<file path="config.mk">
export PLATFORM = sky130hd
export DESIGN_NAME = poly_op_ctrl
export DESIGN_NICKNAME = d
export VERILOG_FILES = /design/src/rtl/poly_ctrl_pkg.sv /design/src/rtl/valid_pipe.sv /design/src/rtl/poly_op_ctrl.sv
export SDC_FILE = /design/constraint.sdc
export NUM_CORES = 1
export LEC_CHECK = 0
export CAP_MARGIN = 30
export CORE_MARGIN = 3
export CORE_UTILIZATION = 25
export DETAILED_ROUTE_END_ITERATION = 8
export DONT_BUFFER_PORTS = 1
export GPL_TIMING_DRIVEN = 0
export HOLD_SLACK_MARGIN = 0.08
export PLACE_DENSITY = 0.49
export SLEW_MARGIN = 20
export SYNTH_ARGS = -nofsm -noshare
export SYNTH_HDL_FRONTEND = slang
export SYNTH_HIERARCHICAL = 1
export SYNTH_SLANG_ARGS = --single-unit
</file>
<file path="constraint.sdc">
create_clock -name clk -period 3 [get_ports clk]
set_clock_uncertainty 0.2 [all_clocks]
set_input_delay 0.45 -clock clk [delete_from_list [all_inputs] [get_ports clk]]
set_output_delay 0.45 -clock clk [all_outputs]
set_load 0.05 [all_outputs]
</file>
<file path="src/rtl/poly_ctrl_pkg.sv">
// Shared encodings and sequencing limits for the polynomial-op controller.
package poly_ctrl_pkg;

  typedef enum logic [1:0] {
    OP_NTT    = 2'd0,
    OP_INTT   = 2'd1,
    OP_MULT   = 2'd2,
    OP_ADDSUB = 2'd3
  } op_e;

  typedef enum logic [2:0] {
    S_IDLE  = 3'd0,
    S_RUN   = 3'd1,
    S_DRAIN = 3'd2,
    S_FLUSH = 3'd3,
    S_DONE  = 3'd4
  } state_e;

  localparam int         NTT_STAGES    = 7;
  localparam int         BEATS         = 32;
  localparam logic [7:0] NTT_LAST      = 8'(NTT_STAGES * BEATS - 1);
  localparam logic [7:0] MULT_LAST     = 8'd139;
  localparam logic [7:0] MULT_RD_LAST  = 8'd127;
  localparam logic [7:0] MULT_WR_FIRST = 8'd12;
  localparam logic [7:0] AS_LAST       = 8'd67;
  localparam logic [7:0] AS_RD_LAST    = 8'd63;
  localparam logic [7:0] AS_WR_FIRST   = 8'd4;

  function automatic logic is_ntt(input op_e o);
    return (o == OP_NTT) || (o == OP_INTT);
  endfunction

endpackage

</file>
<file path="src/rtl/valid_pipe.sv">
// Fixed-depth valid delay line: o_vld is i_vld delayed by PIPE_LAT cycles.
module valid_pipe #(
  parameter int PIPE_LAT = 6
) (
  input  logic clk,
  input  logic rst,
  input  logic i_vld,
  output logic o_vld
);

  logic [PIPE_LAT:1] r_vld_pipe;

  always_ff @(posedge clk or posedge rst) begin
    if (rst) begin
      r_vld_pipe <= '0;
    end else begin
      r_vld_pipe[1] <= i_vld;
      for (int k = 2; k <= PIPE_LAT; k++) r_vld_pipe[k] <= r_vld_pipe[k-1];
    end
  end

  assign o_vld = r_vld_pipe[PIPE_LAT];

endmodule

</file>
<file path="src/rtl/poly_op_ctrl.sv">
// Sequencer for NTT/INTT/MULT/ADDSUB: drives counter, mode and read/write strobes
// to the address generator; NTT stages are separated by butterfly-pipeline drains.
module poly_op_ctrl
  import poly_ctrl_pkg::*;
#(
  parameter int PIPE_LAT = 6
) (
  input  logic       clk,
  input  logic       rst,
  input  logic       start,
  input  logic [1:0] op,
  output logic       busy,
  output logic       done,
  output logic [1:0] mode,
  output logic [7:0] clk_counter,
  output logic       rd_en,
  output logic       wr_en
);

  localparam logic [2:0] LAT_M1 = 3'(PIPE_LAT - 1);

  state_e     r_state;
  op_e        r_mode;
  logic [7:0] r_cnt;
  logic [2:0] r_dcnt;
  logic       r_busy, r_done, r_rd, r_wr;

  logic [7:0] w_cnt_inc, w_last, w_rd_last, w_wr_first;
  logic       w_ntt, w_pipe_wr;

  assign w_cnt_inc  = r_cnt + 8'd1;
  assign w_ntt      = is_ntt(r_mode);
  assign w_last     = (r_mode == OP_MULT) ? MULT_LAST     : AS_LAST;
  assign w_rd_last  = (r_mode == OP_MULT) ? MULT_RD_LAST  : AS_RD_LAST;
  assign w_wr_first = (r_mode == OP_MULT) ? MULT_WR_FIRST : AS_WR_FIRST;

  always_ff @(posedge clk or posedge rst) begin
    if (rst) begin
      r_state <= S_IDLE;
      r_mode  <= OP_NTT;
      r_cnt   <= '0;
      r_dcnt  <= '0;
      r_busy  <= 1'b0;
      r_done  <= 1'b0;
      r_rd    <= 1'b0;
      r_wr    <= 1'b0;
    end else begin
      r_done <= 1'b0;
      case (r_state)
        S_IDLE, S_DONE: begin
          r_state <= S_IDLE;
          r_cnt   <= '0;
          r_rd    <= 1'b0;
          r_wr    <= 1'b0;
          r_busy  <= 1'b0;
          if (start) begin
            r_state <= S_RUN;
            r_mode  <= op_e'(op);
            r_rd    <= 1'b1;
            r_busy  <= 1'b1;
          end
        end
        S_RUN: begin
          if (w_ntt) begin
            if (r_cnt == NTT_LAST) begin
              r_state <= S_FLUSH;
              r_rd    <= 1'b0;
              r_dcnt  <= '0;
            end else if (&r_cnt[4:0]) begin
              r_state <= S_DRAIN;
              r_rd    <= 1'b0;
              r_dcnt  <= '0;
            end else begin
              r_cnt <= w_cnt_inc;
            end
          end else if (r_cnt == w_last) begin
            r_state <= S_DONE;
            r_busy  <= 1'b0;
            r_done  <= 1'b1;
            r_cnt   <= '0;
            r_rd    <= 1'b0;
            r_wr    <= 1'b0;
          end else begin
            // MULT/ADDSUB have a fixed write offset, so strobes come straight from the count
            r_cnt <= w_cnt_inc;
            r_rd  <= (w_cnt_inc <= w_rd_last);
            r_wr  <= (w_cnt_inc >= w_wr_first);
          end
        end
        S_DRAIN: begin
          if (r_dcnt == LAT_M1) begin
            r_state <= S_RUN;
            r_cnt   <= w_cnt_inc;
            r_rd    <= 1'b1;
          end else begin
            r_dcnt <= r_dcnt + 3'd1;
          end
        end
        S_FLUSH: begin
          if (r_dcnt == LAT_M1) begin
            r_state <= S_DONE;
            r_busy  <= 1'b0;
            r_done  <= 1'b1;
            r_cnt   <= '0;
          end else begin
            r_dcnt <= r_dcnt + 3'd1;
          end
        end
        default: r_state <= S_IDLE;
      endcase
    end
  end

  // Only NTT reads enter the delay line, so it is empty whenever another op starts.
  valid_pipe #(.PIPE_LAT(PIPE_LAT)) u_valid_pipe (
    .clk   (clk),
    .rst   (rst),
    .i_vld (r_rd & w_ntt),
    .o_vld (w_pipe_wr)
  );

  assign busy        = r_busy;
  assign done        = r_done;
  assign mode        = r_mode;
  assign clk_counter = r_cnt;
  assign rd_en       = r_rd;
  assign wr_en       = w_ntt ? w_pipe_wr : r_wr;

endmodule

</file>
-- Word level (Yosys, flattened, before mapping)
Cells that the tools add are included.
Widths: inputs -> output; s select.
- output and inout bits: 14
- flip-flop bits (word level): 26
- memory bits (read-only): 0
- bits in writable memories: 0
- input port bits: 5
- word-level logic and storage cells: 94
- bits in latches: 0
- memories kept: 0
- bitwise gates (word level): 1
- multiply operators: 0
- add/subtract/negate cells: 2
- shift operators: 0
- eq/ne operators: 20
- reductions and logical operators: 18
- multiplexer cells: 42
- div/mod/pow operators: 0
- magnitude comparators: 2
- operator list (operator ; number):
    $mux 8 ; 7
    $pmux 8 s4 ; 1
    $mux 3 ; 10
    $mux 1 ; 16
    $ne 2x2->1 const B ; 6
    $ne 3x3->1 const B ; 4
    $pmux 3 s4 ; 1
    $reduce_and 4->1 ; 3
    $reduce_and 5->1 ; 2
    $add 8x1->8 const B ; 1
    $eq 8x8->1 ; 1
    $eq 8x8->1 const B ; 1
    $ge 8x4->1 ; 1
    $le 8x7->1 ; 1
    $mux 7 ; 1
    $eq 3x2->1 const B ; 2
    $eq 3x3->1 const B ; 2
    $pmux 1 s3 ; 2
    $pmux 3 s2 ; 1
    $reduce_bool 3->1 ; 2
    $mux 4 ; 1
    $ne 4x4->1 const B ; 1
    $pmux 1 s2 ; 2
    $reduce_and 2->1 ; 2
    12 further kinds ; 14

-- Logic depth before layout (Yosys ltp)
Gate-level depths: netlist (run 1).
- word-level depth: 6
- gate-level depth with buffers: 10
- mapped depth without buffers: 10

-- Hierarchy
Netlist (run 1), hierarchy kept.
- modules (own cells, without submodules) (module ; cells each ; times used ; area each (µm²)):
    poly_op_ctrl ; 136 ; 1 ; 1391.3
    valid_pipe ; 7 ; 1 ; 153.9

-- Worst setup path before layout (run 1)
OpenSTA, ideal clock, no wires.
- path type: register to register
- from: reg r_cnt[0], in the netlist clk_counter[0]
- to: reg r_rd, in the netlist rd_en
- data arrival time: 2.329 ns
- stages on the path, launching flop included: 11
- data required time: 2.734 ns
- period minus slack after synthesis: 2.594 ns
- path slack: 0.406 ns
- path through: dfrtp_1 > ha_1 > nand3_2 > inv_1 > nand3_1 > xor2_1 > inv_1 > ha_1 > nand4_1 > o31ai_1 > a31o_1
- longest elaborated chain between the ends: 5
- ends and longest elaborated chain (item ; line ; RTL):
    from (decl) ; poly_op_ctrl.sv:24 ; logic [7:0] r_cnt;
    from (signal assigned) ; poly_op_ctrl.sv:74 ; r_cnt <= w_cnt_inc;
    from (signal assigned) ; poly_op_ctrl.sv:85 ; r_cnt <= w_cnt_inc;
    from (signal assigned) ; poly_op_ctrl.sv:93 ; r_cnt <= w_cnt_inc;
    $add 8x1->8 ; poly_op_ctrl.sv:31 ; assign w_cnt_inc = r_cnt + 8'd1;
    $le 8x7->1 ; poly_op_ctrl.sv:86 ; r_rd <= (w_cnt_inc <= w_rd_last);
    $mux 1 ; poly_op_ctrl.sv:76 ; end else if (r_cnt == w_last) begin
    $mux 1 ; poly_op_ctrl.sv:64 ; if (w_ntt) begin
    $pmux 1 s3 ; poly_op_ctrl.sv:49 ; case (r_state)
    to (signal assigned) ; poly_op_ctrl.sv:86 ;
    to (decl) ; poly_op_ctrl.sv:26 ; logic r_busy, r_done, r_rd, r_wr;
Parallel ways exist; a longest one is shown, timed or not.
A chain may end at the register's enable or synchronous reset.

-- Worst setup path in the final report (run 1)
Same ends and word-level chain as after synthesis.

==> results of run 1 <==
[how the worst max path moves through the flow]
| stage | start | to | slack (ns) | cells past startpoint |
|---|---|---|---|---|
| after floorplan | clk_counter[0] | rd_en | 0.41 | 10 |
| after global placement | clk_counter[0] | rd_en | 0.14 | 10 |
| after detailed placement | clk_counter[0] | rd_en | 0.07 | 10 |
| after CTS | clk_counter[0] | rd_en | 0.04 | 10 |
| after global routing | clk_counter[0] | rd_en | 0.1 | 10 |
| final | clk_counter[0] | rd_en | 0.28 | 10 |
[cell type report]
cell class	instances	area, µm²	area share
multi-input cells	103	816	0.473
repair buffers	1	10.0	0.00581
flip-flops and latches	26	653	0.379
clock inverters	1	30.0	0.0174
plain buffers	4	41.3	0.0240
well taps	75	93.8	0.0545
inverters	10	37.5	0.0218
clock buffers	3	41.3	0.0240
[layer usage]
layer | vias to the layer above | share of wire
met2 | 24 | 0.47
met3 | 2 | 0.089
met5 | - | 0
met4 | 0 | 0.013
li1 | 520 | -
met1 | 528 | 0.42
[Yosys cell counts (3+ instances only)]
library cell / n
sky130_fd_sc_hd__dfrtp_1: 26
sky130_fd_sc_hd__nand2_1: 15
sky130_fd_sc_hd__inv_1: 10
sky130_fd_sc_hd__ha_1: 7
sky130_fd_sc_hd__nand2b_1: 7
sky130_fd_sc_hd__o21ai_2: 7
sky130_fd_sc_hd__a21oi_1: 5
sky130_fd_sc_hd__nand3_1: 5
sky130_fd_sc_hd__xor2_1: 5
sky130_fd_sc_hd__nand4_1: 4
sky130_fd_sc_hd__o21ai_0: 4
sky130_fd_sc_hd__mux2_2: 3
sky130_fd_sc_hd__nor2_1: 3
sky130_fd_sc_hd__nor3_1: 3
[state kept, by name, indices dropped and copies added, names as in the netlist]
name,cells
done,1
r_dcnt,3
mode,2
rd_en,1
busy,1
r_state,3
u_valid_pipe/r_vld_pipe,6
clk_counter,8
r_wr,1
[metrics by stage]
step	cells	hold slack, ns
after global placement	218	0.0535
after floorplan	143	0.0410
final	223	0.124
after detailed placement	218	0.0567
after CTS	223	0.116
after global routing	223	0.110
[kinds of logic after synthesis]
group                    count (synthesis)
flip-flops                              26
AND/OR/NAND/NOR                         52
AO/OA/AOI/OAI                           33
multiplexers                             6
adder cells (fa/ha/maj)                  7
buffers and inverters                   14
XOR/XNOR                                 5
[cell usage in the layout (no fill, tap or decap), types with 2 or more instances in the layout]
cell type                   n
sky130_fd_sc_hd__nand2b_4   2
sky130_fd_sc_hd__nor3_1     3
sky130_fd_sc_hd__nor2_1     3
sky130_fd_sc_hd__a21oi_1    5
sky130_fd_sc_hd__dfrtp_1   24
sky130_fd_sc_hd__buf_6      2
sky130_fd_sc_hd__nand3_1    5
sky130_fd_sc_hd__mux2_2     3
sky130_fd_sc_hd__nand4_1    4
sky130_fd_sc_hd__inv_1     10
sky130_fd_sc_hd__ha_1       7
sky130_fd_sc_hd__dfrtp_2    2
sky130_fd_sc_hd__nand2b_1   7
sky130_fd_sc_hd__xor2_1     5
sky130_fd_sc_hd__nand2_1   15
sky130_fd_sc_hd__o21ai_2    7
sky130_fd_sc_hd__o21ai_0    4
sky130_fd_sc_hd__a31oi_1    2
sky130_fd_sc_hd__clkbuf_8   4
sky130_fd_sc_hd__o21ai_1    2
[report_power, final]
part           internal, mW  leakage [nW]  switching (mW)  total [mW]
clock                 0.179        0.0357           0.116       0.294
sequential            0.350         0.286               0       0.350
combinational       0.00129         0.366         0.00740     0.00869
total                 0.530         0.688           0.123       0.653
[what timing repair did]
item / 4_1_cts / 5_1_grt
resized for setup: 0 / 2
hold buffers: 1 / 0
buffers inserted: 0 / 0
setup endpoints to repair: 0 / 1
hold endpoints to repair: 26 / 0
[worst max-delay path: stages (launching register included)]
cell and delay (ns):
sky130_fd_sc_hd__dfrtp_2 0.60, sky130_fd_sc_hd__ha_1 0.34, sky130_fd_sc_hd__nand3_2 0.13, sky130_fd_sc_hd__inv_1 0.12, sky130_fd_sc_hd__nand3_1 0.09, sky130_fd_sc_hd__xor2_1 0.30
sky130_fd_sc_hd__inv_1 0.08, sky130_fd_sc_hd__ha_1 0.29, sky130_fd_sc_hd__nand4_1 0.09, sky130_fd_sc_hd__o31ai_1 0.24, sky130_fd_sc_hd__a31o_1 0.17
==> impl_metrics.prom, run 1 <==
# TYPE chip_impl_metric gauge
chip_impl_metric{name="p_r_area_growth_vs_syn",unit="%"} 11.5
chip_impl_metric{name="grt_max_degree",unit=""} 21
chip_impl_metric{name="port-buffer-count",unit=""} 0
chip_impl_info{name="critical_path_class",value="register to register"} 1
chip_impl_info{name="worstHoldStart",value="op[0]"} 1
chip_impl_metric{name="total_leakage_power",unit="nW"} 0.688
chip_impl_metric{name="fp.dieArea",unit="mm²"} 0.00716
chip_impl_metric{name="number_of_sinks_driven_by_the_clock_tree",unit=""} 26
chip_impl_metric{name="worstSkewPairLatency",unit="ns"} 0.28
chip_impl_metric{name="layout.filler_cells",unit=""} 618
chip_impl_metric{name="antenna_cells_inserted",unit=""} 0
chip_impl_metric{name="async_reset_ff_frac",unit=""} 1.00
chip_impl_metric{name="initial_utilization",unit=""} 0.259
chip_impl_metric{name="worst_pin_slew",unit="ns"} 0.826
chip_impl_metric{name="yosysWarningCount",unit=""} 6
chip_impl_metric{name="setup.reg_to_reg.worst_slack",unit="ns"} 0.28
chip_impl_metric{name="final_min_period_over_clock_period",unit=""} 0.906
chip_impl_metric{name="groute.layer.met1.usage",unit=""} 0.116
chip_impl_info{name="grt-busiest-layer",value="met2"} 1
chip_impl_metric{name="cts_max_path_buffers",unit=""} 2
chip_impl_metric{name="h-tree-depth",unit=""} 1
chip_impl_metric{name="required",unit="ns"} 3.02
chip_impl_metric{name="route.final.wire_length",unit="µm"} 3200
chip_impl_metric{name="die-width",unit="µm"} 84.6
chip_impl_info{name="yosys-top-cells-area",value="sky130_fd_sc_hd__dfrtp_1, sky130_fd_sc_hd__ha_1, sky130_fd_sc_hd__o21ai_2"} 1
chip_impl_info{name="outcome",value="finished, final reports clean"} 1
chip_impl_metric{name="synth.ff_latch_count",unit=""} 26
chip_impl_metric{name="cts_buffers",unit=""} 3
chip_impl_metric{name="stdcell_area",unit="mm²"} 0.00172
chip_impl_metric{name="mappedNetlistArea",unit="mm²"} 0.00155
chip_impl_metric{name="timing.final.hold_violations",unit=""} 0
chip_impl_metric{name="drt_first_iter_violations",unit=""} 81
chip_impl_metric{name="period_needed",unit="ns"} 2.72
chip_impl_metric{name="vias",unit=""} 1074
chip_impl_metric{name="core_area",unit="mm²"} 0.00596
chip_impl_metric{name="slew-limit-headroom",unit=""} 0.449
chip_impl_metric{name="ant_nets",unit=""} 0
chip_impl_info{name="end_kind",value="register"} 1
chip_impl_metric{name="finalSetupViolCount",unit=""} 0
chip_impl_metric{name="hpwlAfterDp",unit="µm"} 2500
chip_impl_metric{name="placedInstanceArea",unit="mm²"} 0.00164
chip_impl_metric{name="wire_length_of_the_first_global_routing_pass",unit="µm"} 5470
chip_impl_metric{name="worstPathMaxFanout",unit=""} 7
chip_impl_metric{name="globalRoute.totalOverflow",unit=""} 0
chip_impl_metric{name="clkTransAtPathRegs",unit="ns"} 0.09
chip_impl_metric{name="floorplan.die.height",unit="µm"} 84.6
chip_impl_metric{name="gr-usage-met3",unit=""} 0.0442
chip_impl_metric{name="hold_path_depth",unit=""} 1
chip_impl_metric{name="finalWeightedCongestion",unit=""} 0.823
chip_impl_info{name="start_kind",value="register"} 1
chip_impl_metric{name="layout.core_utilization",unit=""} 0.289
chip_impl_metric{name="synthDistinctLibCells",unit=""} 49
chip_impl_metric{name="initial_antenna_violation_count",unit=""} 0
chip_impl_metric{name="cellPowerDensity",unit="mW/mm²"} 379
chip_impl_metric{name="post-route-worst-setup-slack",unit="ns"} 0.281
chip_impl_metric{name="synth_enable_flop_cells",unit=""} 0
chip_impl_metric{name="post_drt_via_cell_ratio",unit=""} 4.82
chip_impl_metric{name="synth.avg_cell_area",unit="µm²"} 10.8
chip_impl_metric{name="final_layout_size_suffix_gt1_frac",unit=""} 0.243
chip_impl_metric{name="cap_viol_max_count",unit=""} 0
chip_impl_info{name="worst_r2r_startpoint",value="clk_counter[0]"} 1
chip_impl_metric{name="synth_top_cell_area_share",unit=""} 0.421
chip_impl_info{name="rsz0062_at_grt",value="false"} 1
chip_impl_metric{name="arrival",unit="ns"} 2.74
chip_impl_metric{name="use_met2",unit=""} 0.153
chip_impl_metric{name="max_freq",unit="MHz"} 368
chip_impl_metric{name="synth-xor-area-share",unit=""} 0.0283
chip_impl_metric{name="global_route.usage.total",unit=""} 0.0970
chip_impl_metric{name="synth_compound_area_frac",unit=""} 0.180
chip_impl_metric{name="sequential_share_of_the_synthesized_area",unit=""} 0.421
chip_impl_metric{name="route.detailed.drc",unit=""} 0
chip_impl_info{name="yosys.area.top_type",value="sky130_fd_sc_hd__dfrtp_1"} 1
chip_impl_metric{name="power.ir.vdd_worst",unit="V"} 0.000185
chip_impl_metric{name="via_count_of_the_first_global_routing_pass",unit=""} 1115
chip_impl_metric{name="syn-instance-count",unit=""} 143
chip_impl_info{name="clockRootBuffer",value="sky130_fd_sc_hd__clkbuf_8"} 1
chip_impl_info{name="tritoncts",value="yes"} 1
chip_impl_metric{name="fin_total_pwr",unit="mW"} 0.653
chip_impl_metric{name="setup_total_negative_slack",unit="ns"} 0
chip_impl_metric{name="slew_violations",unit=""} 0
chip_impl_info{name="dominantRegCellSynth",value="sky130_fd_sc_hd__dfrtp_1"} 1
chip_impl_metric{name="finish.net_count",unit=""} 161
chip_impl_metric{name="num_rows",unit=""} 28
chip_impl_metric{name="top_level_ports",unit=""} 19
chip_impl_info{name="holdPathEnd",value="mode[0]"} 1
chip_impl_info{name="worst_hold_path_type",value="input port to register"} 1
chip_impl_metric{name="detailedPlace.worstSlack",unit="ns"} 0.0736
chip_impl_metric{name="muxShareOfSynthArea",unit=""} 0.0445
chip_impl_metric{name="synth_nets",unit=""} 155
chip_impl_metric{name="routed_wire_length_per_instance",unit="µm"} 14.4
chip_impl_info{name="synth_top_family_by_area",value="simple AND/OR/NAND/NOR gates"} 1
chip_impl_metric{name="yosys.area_share.simple",unit=""} 0.219
chip_impl_metric{name="dr.pass1.iters",unit=""} 5
chip_impl_metric{name="r2r.worst_path.cells",unit=""} 10
chip_impl_metric{name="synth_adder_area_share",unit=""} 0.0567
chip_impl_info{name="worst_r2r_endpoint",value="rd_en"} 1
Note: power is estimated with default switching activity, not from simulation.
==> run 2: changes to the inputs <==
--- a/config.mk
+++ b/config.mk
@@ -5,6 +5,7 @@
 export SDC_FILE = /design/constraint.sdc
 export NUM_CORES = 1
 export LEC_CHECK = 0
+export ABC_AREA = 1
 export CAP_MARGIN = 30
 export CORE_MARGIN = 3
 export CORE_UTILIZATION = 25
==> impl_metrics.prom, run 2 <==
# TYPE chip_impl_metric gauge
chip_impl_metric{name="die-width",unit="µm"} 82.5
chip_impl_metric{name="synth.avg_cell_area",unit="µm²"} 7.73
chip_impl_metric{name="switching_power_summed_over_all_nets",unit="mW"} 0.124
chip_impl_metric{name="cellPowerDensity",unit="mW/mm²"} 400
chip_impl_metric{name="layout.filler_cells",unit=""} 612
chip_impl_metric{name="clkTransAtPathRegs",unit="ns"} 0.10
chip_impl_info{name="yosys-top-cells-area",value="sky130_fd_sc_hd__dfrtp_1, sky130_fd_sc_hd__nand2_1, sky130_fd_sc_hd__ha_1"} 1
chip_impl_metric{name="stdcell_area",unit="mm²"} 0.00164
chip_impl_metric{name="fp.dieArea",unit="mm²"} 0.00680
chip_impl_metric{name="synth_nets",unit=""} 201
chip_impl_metric{name="synthDistinctLibCells",unit=""} 26
chip_impl_info{name="end_kind",value="register"} 1
chip_impl_info{name="crit_chain",value="inv_1 > nor3_1 > xnor2_1 > inv_1 > ha_1 > inv_1 > nor2_1 > nand2_1 > nor2_1 > nand2_1 > nand2_1 > nand2_1 > a21oi_1"} 1
chip_impl_metric{name="top_level_ports",unit=""} 19
chip_impl_info{name="synth_common_cells",value="sky130_fd_sc_hd__nand2_1, sky130_fd_sc_hd__dfrtp_1, sky130_fd_sc_hd__nor2_1"} 1
chip_impl_metric{name="postCtsSetupBuffers",unit=""} 0
chip_impl_metric{name="cts_buffers",unit=""} 3
chip_impl_metric{name="arrival",unit="ns"} 2.62
chip_impl_metric{name="swShare",unit=""} 0.189
chip_impl_metric{name="synth_enable_flop_cells",unit=""} 0
chip_impl_info{name="worst_hold_path_type",value="input port to register"} 1
chip_impl_metric{name="setup.reg_to_reg.worst_slack",unit="ns"} 0.39
chip_impl_info{name="dominantRegCellSynth",value="sky130_fd_sc_hd__dfrtp_1"} 1
chip_impl_metric{name="post_drt_via_cell_ratio",unit=""} 4.35
chip_impl_metric{name="slew_violations",unit=""} 0
chip_impl_metric{name="h-tree-depth",unit=""} 1
chip_impl_metric{name="synth.ff_latch_count",unit=""} 26
chip_impl_info{name="crit_top_cell",value="sky130_fd_sc_hd__nand2_1"} 1
chip_impl_metric{name="globalRoute.totalOverflow",unit=""} 0
chip_impl_metric{name="routed_wire_length_per_instance",unit="µm"} 12.1
chip_impl_info{name="yosys.area.top_type",value="sky130_fd_sc_hd__dfrtp_1"} 1
chip_impl_metric{name="total_leakage_power",unit="nW"} 0.857
chip_impl_metric{name="post-route-worst-setup-slack",unit="ns"} 0.387
chip_impl_metric{name="mappedNetlistArea",unit="mm²"} 0.00146
chip_impl_metric{name="cts_max_path_buffers",unit=""} 2
chip_impl_metric{name="sequential_share_of_the_synthesized_area",unit=""} 0.445
chip_impl_info{name="outcome",value="finished, final reports clean"} 1
chip_impl_metric{name="initial_antenna_violation_count",unit=""} 0
chip_impl_metric{name="p_r_area_growth_vs_syn",unit="%"} 11.9
chip_impl_metric{name="cap_viol_max_count",unit=""} 0
chip_impl_metric{name="finalWeightedCongestion",unit=""} 0.781
chip_impl_metric{name="hpwlAfterDp",unit="µm"} 2520
chip_impl_metric{name="detailedPlace.worstSlack",unit="ns"} 0.216
chip_impl_metric{name="drt_first_iter_violations",unit=""} 53
chip_impl_metric{name="hold_path_depth",unit=""} 2
chip_impl_info{name="rsz0062_at_grt",value="false"} 1
chip_impl_metric{name="internal-power",unit="mW"} 0.530
chip_impl_metric{name="initial_utilization",unit=""} 0.262
chip_impl_metric{name="finalSetupViolCount",unit=""} 0
chip_impl_metric{name="synth_top_cell_area_share",unit=""} 0.445
chip_impl_metric{name="syn-instance-count",unit=""} 189
chip_impl_metric{name="yosysWarningCount",unit=""} 6
chip_impl_metric{name="async_reset_ff_frac",unit=""} 1.00
chip_impl_metric{name="route.detailed.drc",unit=""} 0
chip_impl_metric{name="wire_length_of_the_first_global_routing_pass",unit="µm"} 5750
chip_impl_metric{name="final_min_period_over_clock_period",unit=""} 0.871
chip_impl_info{name="tritoncts",value="yes"} 1
chip_impl_info{name="timing.critical_path.slowest_stage_cell",value="sky130_fd_sc_hd__dfrtp_1"} 1
chip_impl_info{name="synth.most_common_cell",value="sky130_fd_sc_hd__nand2_1"} 1
chip_impl_info{name="layout_common_cells",value="sky130_fd_sc_hd__nand2_1, sky130_fd_sc_hd__dfrtp_1, sky130_fd_sc_hd__nor2_1"} 1
chip_impl_metric{name="number_of_sinks_driven_by_the_clock_tree",unit=""} 26
chip_impl_metric{name="floorplan.die.height",unit="µm"} 82.5
chip_impl_info{name="worstHoldStart",value="op[0]"} 1
chip_impl_info{name="holdPathEnd",value="mode[0]"} 1
chip_impl_metric{name="p_seq_frac",unit=""} 0.536
chip_impl_metric{name="power.ir.vdd_worst",unit="V"} 0.000162
chip_impl_info{name="clockRootBuffer",value="sky130_fd_sc_hd__clkbuf_8"} 1
chip_impl_info{name="critical_path_class",value="register to register"} 1
chip_impl_metric{name="max_freq",unit="MHz"} 383
chip_impl_metric{name="biggest_cell_delay_along_the_critical_path",unit="ns"} 0.74
chip_impl_metric{name="ant_nets",unit=""} 0
chip_impl_metric{name="grt_max_degree",unit=""} 21
chip_impl_metric{name="r2r.worst_path.cells",unit=""} 13
chip_impl_metric{name="timing.final.hold_violations",unit=""} 0
chip_impl_metric{name="finish.net_count",unit=""} 207
chip_impl_metric{name="vias",unit=""} 1156
chip_impl_metric{name="share_clk_of_total_power",unit=""} 0.452
chip_impl_metric{name="num_rows",unit=""} 27
chip_impl_metric{name="placedInstanceArea",unit="mm²"} 0.00155
chip_impl_metric{name="period_needed",unit="ns"} 2.61
chip_impl_metric{name="setup_total_negative_slack",unit="ns"} 0
chip_impl_metric{name="largest_register_ff_count",unit=""} 8
chip_impl_metric{name="required",unit="ns"} 3.01
chip_impl_metric{name="dr.pass1.iters",unit=""} 4
chip_impl_metric{name="worstSkewPairLatency",unit="ns"} 0.27
chip_impl_metric{name="global_route.usage.total",unit=""} 0.111
chip_impl_info{name="worst_r2r_startpoint",value="clk_counter[3]"} 1
chip_impl_info{name="worst_r2r_endpoint",value="rd_en"} 1
chip_impl_metric{name="port-buffer-count",unit=""} 0
chip_impl_info{name="start_kind",value="register"} 1
chip_impl_metric{name="worstPathMaxFanout",unit=""} 6
chip_impl_metric{name="slew-limit-headroom",unit=""} 0.451
chip_impl_info{name="most_frequent_standard_cell_in_the_layout_excluding_fill_and_tap_cells",value="sky130_fd_sc_hd__nand2_1"} 1
chip_impl_metric{name="via_count_of_the_first_global_routing_pass",unit=""} 1154
chip_impl_metric{name="core_area",unit="mm²"} 0.00557
chip_impl_metric{name="cp.buffers_inverters",unit=""} 3
chip_impl_metric{name="timing.hold.ws",unit="ns"} 0.131
chip_impl_metric{name="worst_pin_slew",unit="ns"} 0.823
chip_impl_metric{name="route.final.wire_length",unit="µm"} 3220
chip_impl_info{name="worst_path_dominant_cell_family",value="flip-flops"} 1
chip_impl_metric{name="combPwrFrac",unit=""} 0.013
chip_impl_metric{name="antenna_cells_inserted",unit=""} 0
chip_impl_metric{name="final_layout_size_suffix_gt1_frac",unit=""} 0.113
run 2: cell types whose count changed in the layout (fill, tap and decap cells not counted), sizes merged, moves of 9 or more:
cell / before / now
nand2b: 9 / 0
o21ai: 13 / 4
inv: 10 / 24
nor2: 4 / 23
nand3: 6 / 20
nand2: 15 / 66
run 2: per-stage QoR:
| step | std cells | power (mW) | utilization |
|---|---|---|---|
| global route | 266 | 0.682 | 0.293 |
| floorplan | 189 | 0.362 | - |
| global placement | 261 | 0.365 | 0.278 |
| finish | 266 | 0.654 | 0.293 |
| detailed placement | 261 | 0.365 | 0.278 |
| CTS | 266 | 0.670 | 0.293 |
run 2: logic make-up (layout without fill, tap and decap cells):
group | after synthesis | in the layout | share of synthesized area
flops | 26 | 26 | 0.445
buf+inv | 25 | 30 | 0.0693
simple gates | 114 | 114 | 0.359
xor+xnor | 2 | 2 | 0.0120
fa+ha+maj | 7 | 7 | 0.0599
compound gates | 15 | 15 | 0.0548
run 2: how the worst max path moves through the flow:
stage | startpoint | endpoint | slack, ns | cells past startpoint
finish | clk_counter[3] | rd_en | 0.39 | 13
global route | clk_counter[1] | rd_en | 0.1 | 14
CTS | clk_counter[1] | rd_en | 0.19 | 14
detailed placement | clk_counter[1] | rd_en | 0.22 | 14
global placement | clk_counter[1] | rd_en | 0.20 | 14
floorplan | clk_counter[1] | rd_en | 0.49 | 14
run 2: routing by layer:
layer,vias up,global-route usage,wire (µm)
met2,21,0.167,1350
li1,610,-,-
met5,-,0,0
met4,0,0.0299,25
met1,523,0.149,1620
met3,2,0.0412,224
run 2: power groups by stage:
stage	Sequential [mW]	Combinational, mW	Clock, mW
4_1_cts	0.350	0.00913	0.311
6_report	0.350	0.00825	0.295
3_3_place_gp	0.357	0.00789	0
5_1_grt	0.350	0.0102	0.322
2_1_floorplan	0.357	0.00534	0
3_5_place_dp	0.357	0.00793	0
run 2: repair_timing:
item,4_1_cts,5_1_grt
resized for setup,0,2
hold buffers,1,0
hold endpoints to repair,26,0
endpoints found under the setup margin,0,1
run 2: layout make-up:
type                            instances  area [µm²]  area share
Clock buffer                            3        41.3      0.0252
Clock inverter                          1        30.0      0.0184
Inverter                               25         101      0.0620
Multi-Input combinational cell        138         709       0.434
Sequential cell                        26         653       0.399
Tap cell                               72        90.1      0.0551
Timing Repair Buffer                    1        10.0     0.00612
